`config.mk`:
```
export PLATFORM = sky130hd
export DESIGN_NAME = seg7_glyph_reader
export DESIGN_NICKNAME = d
export VERILOG_FILES = /design/src/rtl/seg7_glyph_reader.sv
export SDC_FILE = /design/constraint.sdc
export NUM_CORES = 1
export LEC_CHECK = 0
export ABC_CLOCK_PERIOD_IN_PS = 4000
export BUFFER_PORTS_ARGS = -buffer_cell sky130_fd_sc_hd__clkbuf_2
export CAP_MARGIN = 10
export CORE_ASPECT_RATIO = 1.75
export CORE_MARGIN = 2
export CORE_UTILIZATION = 40
export CTS_CLUSTER_DIAMETER = 40
export CTS_CLUSTER_SIZE = 40
export DETAILED_ROUTE_END_ITERATION = 8
export GPL_TIMING_DRIVEN = 0
export PLACE_DENSITY_LB_ADDON = 0.08
export SKIP_LAST_GASP = 1
export SYNTH_ARGS = -nofsm -noshare
export SYNTH_HDL_FRONTEND = slang
export SYNTH_SLANG_ARGS = --single-unit
```
`constraint.sdc`:
```
create_clock -name clk -period 4 [get_ports clk]
set_input_delay 0.8 -clock clk [delete_from_list [all_inputs] [get_ports clk]]
set_output_delay 0.8 -clock clk [all_outputs]
set_load 0.05 [all_outputs]
```
`src/rtl/seg7_glyph_reader.sv`:
```
// seg7_glyph_reader: recovers hex digits from a 7-segment bus with glitch filtering, dedup and a one-entry valid/ready slot
module seg7_glyph_reader #(
    parameter int STABLE_CYCLES = 4,
    parameter bit ACTIVE_LOW    = 1'b0
) (
    input  logic       clk,
    input  logic       reset,
    input  logic [6:0] seg,
    input  logic       out_ready,
    output logic       out_valid,
    output logic [3:0] out_digit,
    output logic       out_error,
    output logic       overrun,
    output logic       stable,
    output logic [7:0] digit_count
);
    localparam logic [7:0] SC = 8'(STABLE_CYCLES);

    logic [6:0] s_in, seg_q, last_pat;
    logic [7:0] cnt;
    logic       last_valid, qualify, report, slot_free, load, g_err;
    logic [3:0] g_digit;

    assign s_in      = ACTIVE_LOW ? ~seg : seg;
    assign stable    = cnt == SC;
    assign qualify   = (s_in == seg_q) && (cnt == SC - 8'd1);
    assign report    = qualify && seg_q != 7'h00 && !(last_valid && seg_q == last_pat);
    assign slot_free = !out_valid || out_ready;
    assign load      = report && slot_free;

    // glyph table lookup; anything not in the table is flagged as an error with digit 0
    always_comb begin
        {g_err, g_digit} = 5'h10;
        case (seg_q)
            7'h3F: {g_err, g_digit} = 5'h00;
            7'h06: {g_err, g_digit} = 5'h01;
            7'h5B: {g_err, g_digit} = 5'h02;
            7'h4F: {g_err, g_digit} = 5'h03;
            7'h66: {g_err, g_digit} = 5'h04;
            7'h6D: {g_err, g_digit} = 5'h05;
            7'h7D: {g_err, g_digit} = 5'h06;
            7'h07: {g_err, g_digit} = 5'h07;
            7'h7F: {g_err, g_digit} = 5'h08;
            7'h6F: {g_err, g_digit} = 5'h09;
            7'h77: {g_err, g_digit} = 5'h0A;
            7'h7C: {g_err, g_digit} = 5'h0B;
            7'h39: {g_err, g_digit} = 5'h0C;
            7'h5E: {g_err, g_digit} = 5'h0D;
            7'h79: {g_err, g_digit} = 5'h0E;
            7'h71: {g_err, g_digit} = 5'h0F;
            default: {g_err, g_digit} = 5'h10;
        endcase
    end

    // stability counter, dedup memory and the output slot
    always_ff @(posedge clk) begin
        if (reset) begin
            seg_q       <= '0;
            cnt         <= '0;
            last_pat    <= '0;
            last_valid  <= 1'b0;
            out_valid   <= 1'b0;
            out_digit   <= '0;
            out_error   <= 1'b0;
            overrun     <= 1'b0;
            digit_count <= '0;
        end else begin
            if (s_in != seg_q) begin
                seg_q <= s_in;
                cnt   <= '0;
            end else if (cnt != SC) begin
                cnt <= cnt + 8'd1;
            end
            if (qualify && seg_q == 7'h00) last_valid <= 1'b0;
            if (load) begin
                out_valid   <= 1'b1;
                out_digit   <= g_digit;
                out_error   <= g_err;
                digit_count <= digit_count + 8'd1;
                last_pat    <= seg_q;
                last_valid  <= 1'b1;
            end else if (out_valid && out_ready) begin
                out_valid <= 1'b0;
            end
            if (report && !slot_free) overrun <= 1'b1;
        end
    end
endmodule

```
Yosys cells after proc, flatten, opt, wreduce, memory -nomap -nowiden
Index checks and enable logic that the tools add are counted.
{"block": "op_classes", "n_shift": 0, "add_sub_neg": 2, "div": 0, "n_reduce_logical": 18, "eq_ne": 22, "n_bitwise": 0, "multipliers": 0, "n_lt_le_gt_ge": 0, "n_mux": 6}
{"cell": "$eq 7x7->1 const B", "count": 12}
{"cell": "$pmux 4 s15", "count": 1}
{"cell": "$add 8x1->8 const B", "count": 2}
{"cell": "$reduce_or 16->1", "count": 1}
{"cell": "$eq 7x3->1 const B", "count": 2}
{"cell": "$eq 7x6->1 const B", "count": 2}
{"cell": "$eq 7x7->1", "count": 2}
{"cell": "$eq 8x2->1 const B", "count": 1}
{"cell": "$eq 8x3->1 const B", "count": 1}
{"cell": "$logic_and 1x1->1", "count": 8}
{"cell": "$ne 8x3->1 const B", "count": 1}
{"cell": "$logic_not 7->1", "count": 1}
{"cell": "$ne 7x7->1", "count": 1}
{"cell": "$reduce_bool 7->1", "count": 1}
{"cell": "$mux 1", "count": 5}
{"cell": "$reduce_bool 2->1", "count": 2}
{"cell": "$logic_not 1->1", "count": 3}
{"cell": "$reduce_or 2->1", "count": 1}
{"cell": "$logic_or 1x1->1", "count": 1}
{"block": "totals", "elab_cells": 57, "memories": 0, "ramBits": 0, "romBits": 0, "register_bits": 38, "latch_bits": 0}

Logic depth before layout (Yosys ltp)
Gate-level depths: netlist (run 1).
{"block": "logic_depth", "ltp_word": 6, "depth_mapped": 8, "mapped_depth_nobuf": 6}

Least setup slack after synthesis (run 1)
Ideal clock, no wire load.
{"block": "synth_timing", "kind": "reg-to-output", "start": "register cnt[4]", "end": "output port stable", "path_buffers": 0, "stages_incl_launch_ff": 3, "arrival_ns": 2.255, "setup_slack_ns": 0.945, "required_time_ns": 3.200, "path_cell_list": "dfxtp_1 or4_4 nor3_1"}
{"block": "synth_via", "elab_chain_len": 1}
{"item": "start: declaration", "line_no": "20", "rtl": "logic [7:0] cnt;"}
{"item": "start signal: assignment", "line_no": "72", "rtl": "cnt <= cnt + 8'd1;"}
{"item": "$eq 8x3->1", "line_no": "25", "rtl": "assign stable = cnt == SC;"}
{"item": "end: declaration", "line_no": "14", "rtl": "output logic stable,"}
Every way passes these cells.

Final worst setup path (run 1)
Ends and elaborated chain as after synthesis.

==> impl_metrics.toml, run 1 <==
[outcome]
status = "complete, no violations"

[clock_tree]
clk_path_buf_depth = 2
worstSkewPairLatency_ns = 0.29
cts_tree = "done"
holdBufCountCts = 0
cts_root_buf = "clkbuf_8"
h-tree-depth = 2
cts.repair.resized = 0
clk_pin_slew_ns = 0.07
post_cts_buffers = 0
numCtsBuffers = 5
cts_sinks = 38

[logic_synthesis]
synth.cell_area_um2 = 2050
ys_types = 48
ys_ff_latch = 38
synth_edf_count = 0
synth_flop_cell = "dfxtp_1"
syn_inst = 244
yosysWarningCount = 0
postSynth.asyncResetShare_pct = 0
synth_nets = 257
syn_avg_cell_area_um2 = 8.39
ys_seq_area_share_pct = 37.1

[grt]
grt_pass1_vias = 1838
grt_use_total_pct = 18.9
grtUsageMet3_pct = 2.49
grt_util_met2_pct = 33.7
grt_pass1_wl_um = 8450
grt_use_met1_pct = 21.0
grt_antenna_before_repair = 0
grt_start_max_net_pins = 12
busiest_layer = "met2"
overflow = 0

[floorplan]
initial_core_util_pct = 41.5
ioPinCount = 26
die_y_um = 98.7
rows = 34
dieWidth_um = 58.1
die_area_um2 = 5730
core_area_um2 = 4930

[layout]
n_fill_cell = 526
layout_commonest_cell = "dfxtp_1"
most-common-layout-cells = "dfxtp_1, clkbuf_2, nor2_1, clkbuf_1, a21oi_1"
nNetsFinal = 288
regArea_um2 = 761
area_growth_syn_to_layout_pct = 13.6
multiInputGateArea_um2 = 1190
drive_gt1_share_pct = 15.2
n_antenna_cell = 0
final_cells = 330

[pwr]
leakage_nw = 0.822
p_per_area_nw_per_um2 = 313
power_w = 0.000728
p_sw_w = 0.000184
seq_power_share_pct = 52.9
ir_worst_vdd_mv = 0.236
netSwitchingFraction_pct = 25.2
cellInternalPower_w = 0.000544
combPwrFrac_pct = 9.6
pwr-share-clk_pct = 37.5

[drt]
drtPass1Iterations = 4
via_per_inst = 5.60
ant_nets = 0
drtIter0Drc = 66
wl_per_cell_um = 15.1
vias = 1847
wl_um = 5000
drc = 0

[worst_hold_path]
min_from = "overrun"
hold_path_class = "reg -> reg"

[timing]
layout_setup_ws_ns = 1.04
slew_violations = 0
finalSetupViolCount = 0
hold_viol = 0
fin_skew_ns = 0.00777
timing.hold.ws_ns = 0.475
worst_pin_slew_ns = 0.656
setup_tns_ns = 0
slew-limit-headroom_pct = 55.9
period_minus_slack_ns = 2.96
grt_setup_unrepaired = "no"
period_share_pct = 74.1
max_freq_mhz = 337

[placed_design]
dp_cells = 322
dpl.hpwl_um = 3720
io_buffers = 24
place_ws_ns = 1.30
place_congestion = 0.846

[setup_path]
cp_cell_sequence = "or4_4 > nor3_1 > clkbuf_2"
startpoint_type = "register"
cp_num_buf_inv = 1
end_kind = "primary output"
cpLargestDelayFamily = "simple AND/OR/NAND/NOR gates"
max_stage_delay_ns = 0.57
cp_max_fo = 5
path_class = "reg -> out"
cp_data_required_time_ns = 3.20
crit_path_start = "cnt[4]"
r2r_start = "cnt[4]"
slowest_stage = "or4_4"
arrival_ns = 2.16

[flow_run]
maxCapViolations = 0
## worst register-to-register path, cell delays in order (launching register included)
cell and delay (ns):
dfxtp_1 0.35, or4_4 0.57, nor4b_4 0.30, and3_2 0.21, clkbuf_1 0.31, buf_2 0.31
o2111ai_1 0.15, a21oi_1 0.19
## registers in the layout, summed over array words and instances (netlist names)
| register | cells |
|---|---|
| last_valid | 1 |
| digit_count | 8 |
| cnt | 8 |
| out_error | 1 |
| out_valid | 1 |
| overrun | 1 |
| last_pat | 7 |
| seg_q | 7 |
| out_digit | 4 |
## per-layer routing
metal	vias to the layer above	share of wire [%]
met5	-	0
met2	31	53
met4	0	3.2
met1	868	42
li1	936	-
met3	12	1.9
## power groups by stage
stage / combinational, W / sequential, W / clock (W)
finish: 0.0000696 / 0.000385 / 0.000273
global placement: 0.0000695 / 0.000394 / 0
global route: 0.0000769 / 0.000386 / 0.000298
floorplan: 0.0000499 / 0.000393 / 0
CTS: 0.0000701 / 0.000385 / 0.000282
detailed placement: 0.0000696 / 0.000394 / 0
## path summary, 6_finish.rpt
path,cells past startpoint,endpoint,slack (ns)
setup / recovery,3,stable,1.04
hold / removal,2,overrun,0.48
setup reg to reg,7,out_digit[3],1.56
hold reg to reg,2,overrun,0.48
## kinds of logic after synthesis
group                    after synthesis  synth area share, %
buffers and inverters                 26                 4.83
AO/OA/AOI/OAI                         47                 14.2
adder cells (fa/ha/maj)                3                 1.83
XOR/XNOR                              23                 9.83
AND/OR/NAND/NOR                      100                 28.3
flip-flops                            38                 37.1
multiplexers                           7                 3.79
## synthesized netlist by cell type (3+ instances only)
library cell	instances	area share, %
dfxtp_1	38	37
nor2_1	20	3.7
a21oi_1	18	4.4
clkbuf_1	17	3.1
nand3_1	17	4.2
nor2b_1	13	4.0
o21ai_0	12	2.9
xnor2_1	12	5.1
xor2_1	11	4.7
nand2_1	10	1.8
nor3_1	9	2.2
nand4_1	7	2.1
inv_1	6	1.1
nor4_1	4	1.2
a211oi_1	3	1.1
ha_1	3	1.8
mux2_1	3	1.6
mux2_2	3	1.6
or3_1	3	0.92
## stage by stage
| step | util [%] | cell area [um2] |
|---|---|---|
| floorplan | - | 2050 |
| global placement | 45.3 | 2240 |
| detailed placement | 45.3 | 2240 |
| CTS | 47.2 | 2330 |
| global route | 47.2 | 2330 |
| finish | 47.2 | 2330 |
## final cells by class
cell class | instances | area share [%]
sequential | 38 | 32.7
clock inverter | 1 | 0.215
buffer | 20 | 3.28
clock buffer | 7 | 3.71
tap | 54 | 2.90
multi-input combinational | 180 | 51.1
inverter | 6 | 0.968
timing repair buffer | 24 | 5.16
Note: power is estimated with default switching activity, not from simulation.
==> run 2, diff against run 1 <==
--- a/config.mk
+++ b/config.mk
@@ -5,7 +5,7 @@
 export SDC_FILE = /design/constraint.sdc
 export NUM_CORES = 1
 export LEC_CHECK = 0
-export ABC_CLOCK_PERIOD_IN_PS = 4000
+export ABC_CLOCK_PERIOD_IN_PS = 2500
 export BUFFER_PORTS_ARGS = -buffer_cell sky130_fd_sc_hd__clkbuf_2
 export CAP_MARGIN = 10
 export CORE_ASPECT_RATIO = 1.75
==> constraint.sdc (replaced) <==
create_clock -name clk -period 2.5 [get_ports clk]
set_input_delay 0.5 -clock clk [delete_from_list [all_inputs] [get_ports clk]]
set_output_delay 0.5 -clock clk [all_outputs]
set_load 0.05 [all_outputs]
==> run 2 against run 1 <==
Power increased by 73%. Die area unchanged. Register-to-register slack got worse by 1.5 ns. Count of clock-buffer cells in the layout decreased by 2. Clock skew increased by 0.0012 ns. Flip-flop and latch count unchanged. Critical path depth increased by 2. Via count increased by 1.4%. Utilization increased by 0.96 points. Highest routed layer unchanged.
==> impl_metrics.toml, run 2 (synthesis results as in run 1) <==
[outcome]
status = "complete, no violations"

[drt]
wl_per_cell_um = 15.5
via_per_inst = 5.66
drc = 0
ant_nets = 0
wl_um = 5110
vias = 1873
drtIter0Drc = 56
drtPass1Iterations = 5

[setup_path]
reg2reg_slack_ns = 0.09
cp_max_fo = 9
end_kind = "register"
cp_data_required_time_ns = 2.68
max_stage_delay_ns = 0.59
arrival_ns = 2.60
path_class = "reg -> reg"
startpoint_type = "register"
cp_cell_sequence = "or4_4 > nor4b_4 > nand3_4 > or4_1 > mux2_1"
rr_endpoint = "digit_count[5]"
r2r_start = "cnt[4]"
crit_path_end = "digit_count[5]"
crit_path_start = "cnt[4]"
worstRegToRegCells = 5
slowest_stage = "or4_4"

[floorplan]
die_area_um2 = 5730
dieWidth_um = 58.1
core_area_um2 = 4930
initial_core_util_pct = 41.5
die_y_um = 98.7
rows = 34
ioPinCount = 26

[pwr]
p_per_area_nw_per_um2 = 529
ir_worst_vdd_mv = 0.388
leakage_nw = 0.840

[layout]
layout_commonest_cell = "dfxtp_1"
finalInstanceArea_um2 = 2370
most-common-layout-cells = "dfxtp_1, clkbuf_2, nor2_1, a21oi_1, nand3_1"
reg_top3 = "cnt (8), digit_count (8)"
final_cells = 331
drive_gt1_share_pct = 16.6
area_growth_syn_to_layout_pct = 15.9
n_antenna_cell = 0
nNetsFinal = 289

[clock_tree]
h-tree-depth = 2
holdBufCountCts = 0
numCtsBuffers = 5
cts_sinks = 38
cts_root_buf = "clkbuf_8"
cts_tree = "done"
worstSkewPairLatency_ns = 0.30
clk_pin_slew_ns = 0.08
clk_path_buf_depth = 2

[timing]
finalSetupViolCount = 0
grt_setup_unrepaired = "yes"
setup_tns_ns = 0
fin_skew_ns = 0.00899
slew-limit-headroom_pct = 65.5
worst_pin_slew_ns = 0.516
max_freq_mhz = 414
slew_violations = 0
period_minus_slack_ns = 2.41
layout_setup_ws_ns = 0.0869
period_share_pct = 96.5
hold_viol = 0

[grt]
grt_pass1_vias = 1810
overflow = 0
grt_pass1_wl_um = 8600
grt_use_total_pct = 19.5
grt_antenna_before_repair = 0
grt_start_max_net_pins = 13

[flow_run]
maxCapViolations = 0

[placed_design]
placed_area_um2 = 2240
dpl.hpwl_um = 3790
place_congestion = 0.852
place_ws_ns = 0.0347
dp_cells = 322
io_buffers = 24

[worst_hold_path]
hold_path_class = "in -> reg"
whs_path_depth = 2
-- run 2: critical path, delay by kind of cell (launching register included) --
kind | cells | cell delay, ns
simple gates | 4 | 1.61
flops | 1 | 0.36
mux | 1 | 0.32
-- run 2: worst min path at each step --
stage / start / endpoint / slack [ns]
after floorplan: last_valid / last_valid / 0.45
after global placement: overrun / overrun / 0.46
after detailed placement: overrun / overrun / 0.47
after CTS: seg[1] / seg_q[1] / 0.44
after global routing: seg[1] / seg_q[1] / 0.45
final: seg[1] / seg_q[1] / 0.44
-- run 2: cell type report --
class | instances | area (um2)
clock buffer | 5 | 68.8
timing repair buffer | 26 | 135
fill | 519 | 2560
multi-input combinational | 180 | 1210
inverter | 6 | 22.5
sequential | 38 | 761
tap | 54 | 67.6
clock inverter | 3 | 40.0
buffer | 19 | 72.6
-- run 2: routing by layer --
layer | up-vias | share of wire [%] | global-route usage [%]
met5 | - | 0 | 0
met4 | 0 | 2.9 | 8.41
met2 | 47 | 55 | 35.8
li1 | 932 | - | -
met1 | 878 | 39 | 21.3
met3 | 16 | 3.2 | 2.89
-- run 2: what timing repair did --
item	CTS	global route
gates resized for setup	0	2
setup endpoints to repair	0	12
buffers inserted	0	2
-- run 2: power breakdown --
group	switching [W]	internal, W
clock network	0.000230	0.000294
logic	0.0000765	0.0000400
registers	0.00000521	0.000611
-- run 2: through the flow --
| step | util [%] | total power [W] | hold WS, ns |
|---|---|---|---|
| floorplan | - | 0.000708 | 0.455 |
| global placement | 45.4 | 0.000741 | 0.462 |
| detailed placement | 45.4 | 0.000743 | 0.466 |
| CTS | 47.6 | 0.00127 | 0.439 |
| global route | 48.1 | 0.00131 | 0.455 |
| finish | 48.1 | 0.00126 | 0.440 |
==> run 3, diff against run 2 <==
--- a/config.mk
+++ b/config.mk
@@ -8,7 +8,7 @@
 export ABC_CLOCK_PERIOD_IN_PS = 2500
 export BUFFER_PORTS_ARGS = -buffer_cell sky130_fd_sc_hd__clkbuf_2
 export CAP_MARGIN = 10
-export CORE_ASPECT_RATIO = 1.75
+export CORE_ASPECT_RATIO = 1.4
 export CORE_MARGIN = 2
 export CORE_UTILIZATION = 40
 export CTS_CLUSTER_DIAMETER = 40
@@ -16,6 +16,7 @@
 export DETAILED_ROUTE_END_ITERATION = 8
 export GPL_TIMING_DRIVEN = 0
 export PLACE_DENSITY_LB_ADDON = 0.08
+export REMOVE_ABC_BUFFERS = 1
 export SKIP_LAST_GASP = 1
 export SYNTH_ARGS = -nofsm -noshare
 export SYNTH_HDL_FRONTEND = slang
==> constraint.sdc (replaced) <==
create_clock -name clk -period 2.5 [get_ports clk]
set_input_delay 0.5 -clock clk [delete_from_list [all_inputs] [get_ports clk]]
set_output_delay 0.5 -clock clk [all_outputs]
set_load 0.01 [all_outputs]
==> run 3 against run 2 <==
Clock skew shrank 0.00069 ns. Fmax grew 2.2%. Via count shrank 4.9%. Hold slack better by 0.0071 ns. Non-clock buffer count down 15. Sequential power rose by 3.7%. Flip-flop and latch count unchanged. Power down 7.3%. Critical endpoint unchanged.
==> impl_metrics.toml, run 3 (synthesis results as in run 1) <==
[setup_path]
r2r_start = "cnt[4]"
cp_cell_sequence = "or4_4 > nor4b_4 > nand3_4 > or4_1 > mux2_1"
cp_num_buf_inv = 0
worstRegToRegCells = 5
cp_max_fo = 5
rr_endpoint = "digit_count[5]"
path_class = "reg -> reg"
reg2reg_slack_ns = 0.14
max_stage_delay_ns = 0.58
cp_data_required_time_ns = 2.67
startpoint_type = "register"
slowest_stage = "or4_4"
cpLargestDelayFamily = "simple AND/OR/NAND/NOR gates"
end_kind = "register"
arrival_ns = 2.53

[layout]
reg_top3 = "cnt (8), digit_count (8)"
n_antenna_cell = 0
most-common-layout-cells = "dfxtp_1, clkbuf_2, nor2_1, a21oi_1, nand3_1"
drive_gt1_share_pct = 19.1
finalInstanceArea_um2 = 2320
n_fill_cell = 536
area_growth_syn_to_layout_pct = 13.3
layout_commonest_cell = "dfxtp_1"
nNetsFinal = 274

[timing]
grt_setup_unrepaired = "no"
layout_setup_ws_ns = 0.139
slew-limit-headroom_pct = 49.1
slew_violations = 0
hold_viol = 0
period_minus_slack_ns = 2.36
timing.hold.ws_ns = 0.447
max_freq_mhz = 424
worst_pin_slew_ns = 0.764
period_share_pct = 94.4
fin_skew_ns = 0.00829
finalSetupViolCount = 0

[placed_design]
place_congestion = 0.777
io_buffers = 25
dpl.hpwl_um = 2950
place_ws_ns = -0.218
placed_area_um2 = 2180

[pwr]
p_per_area_nw_per_um2 = 502
leakage_nw = 0.828
ir_worst_vdd_mv = 0.351
power_w = 0.00116

[drt]
drtIter0Drc = 104
wl_um = 4540
drc = 0
wl_per_cell_um = 13.9
via_per_inst = 5.47
drtPass1Iterations = 4
ant_nets = 0
vias = 1782

[grt]
grt_use_total_pct = 17.0
grt_start_max_net_pins = 38
grt_pass1_wl_um = 7600
grt_pass1_vias = 1622
overflow = 0
grt_antenna_before_repair = 0

[clock_tree]
holdBufCountCts = 0
cts_sinks = 38
numCtsBuffers = 5
cts_tree = "done"
worstSkewPairLatency_ns = 0.29
clk_pin_slew_ns = 0.08
clk_path_buf_depth = 2
cts_root_buf = "clkbuf_8"
h-tree-depth = 2

[floorplan]
ioPinCount = 26
dieWidth_um = 64.5
rows = 30
core_area_um2 = 4880
die_area_um2 = 5720
die_y_um = 88.7
initial_core_util_pct = 42.0

[worst_hold_path]
worst_hold_path.endpoint = "seg_q[4]"
whs_path_depth = 2
hold_path_class = "in -> reg"
min_from = "seg[4]"

[outcome]
status = "complete, no violations"

[flow_run]
maxCapViolations = 0
## run 3: per-stage QoR
step                instances  TNS (ns)  util [%]
floorplan                 224         0         -
global placement          313    -0.507      44.6
detailed placement        313    -0.735      44.6
CTS                       326         0      47.6
global route              326         0      47.6
finish                    326         0      47.6
## run 3: worst register-to-register path: stages, from the launching register on
cell,delay [ns]
dfxtp_1,0.36
or4_4,0.58
nor4b_4,0.34
nand3_4,0.11
or4_1,0.54
mux2_1,0.32
## run 3: how the worst max path moves through the flow
stage	startpoint	end	cells after the start
2_1_floorplan	cnt[4]	digit_count[5]	5
3_3_place_gp	seg_q[5]	digit_count[5]	5
3_5_place_dp	seg_q[5]	digit_count[5]	5
4_1_cts	cnt[4]	digit_count[5]	5
5_1_grt	cnt[4]	digit_count[7]	6
6_report	cnt[4]	digit_count[5]	5
## run 3: timing repair
item | CTS | global route
hold endpoints to repair | 0 | 0
setup endpoints to repair | 7 | 0
resized for setup | 4 | 0
buffers inserted | 5 | 0
## run 3: power breakdown
group          internal [W]  switching (W)   total, W
Combinational     0.0000364      0.0000479  0.0000842
Clock              0.000223       0.000218   0.000441
Sequential         0.000611      0.0000277   0.000639
Total              0.000870       0.000294    0.00116
## run 3: cell type report
cell class,count,area [um2],share of cell area [%]
multi-input cells,180,1200,51.8
clock inverters,1,5.00,0.216
clock buffers,7,86.3,3.72
flip-flops and latches,38,763,32.9
inverters,6,22.5,0.970
repair buffers,30,163,7.01
well taps,64,80.1,3.45
## run 3: metal layers
metal	vias to the layer above	GRT usage, %	part of all wire, %
met2	35	29.0	50
met3	9	3.56	3.5
met5	-	0	0
met1	833	21.0	44
met4	0	6.96	2.2
li1	905	-	-
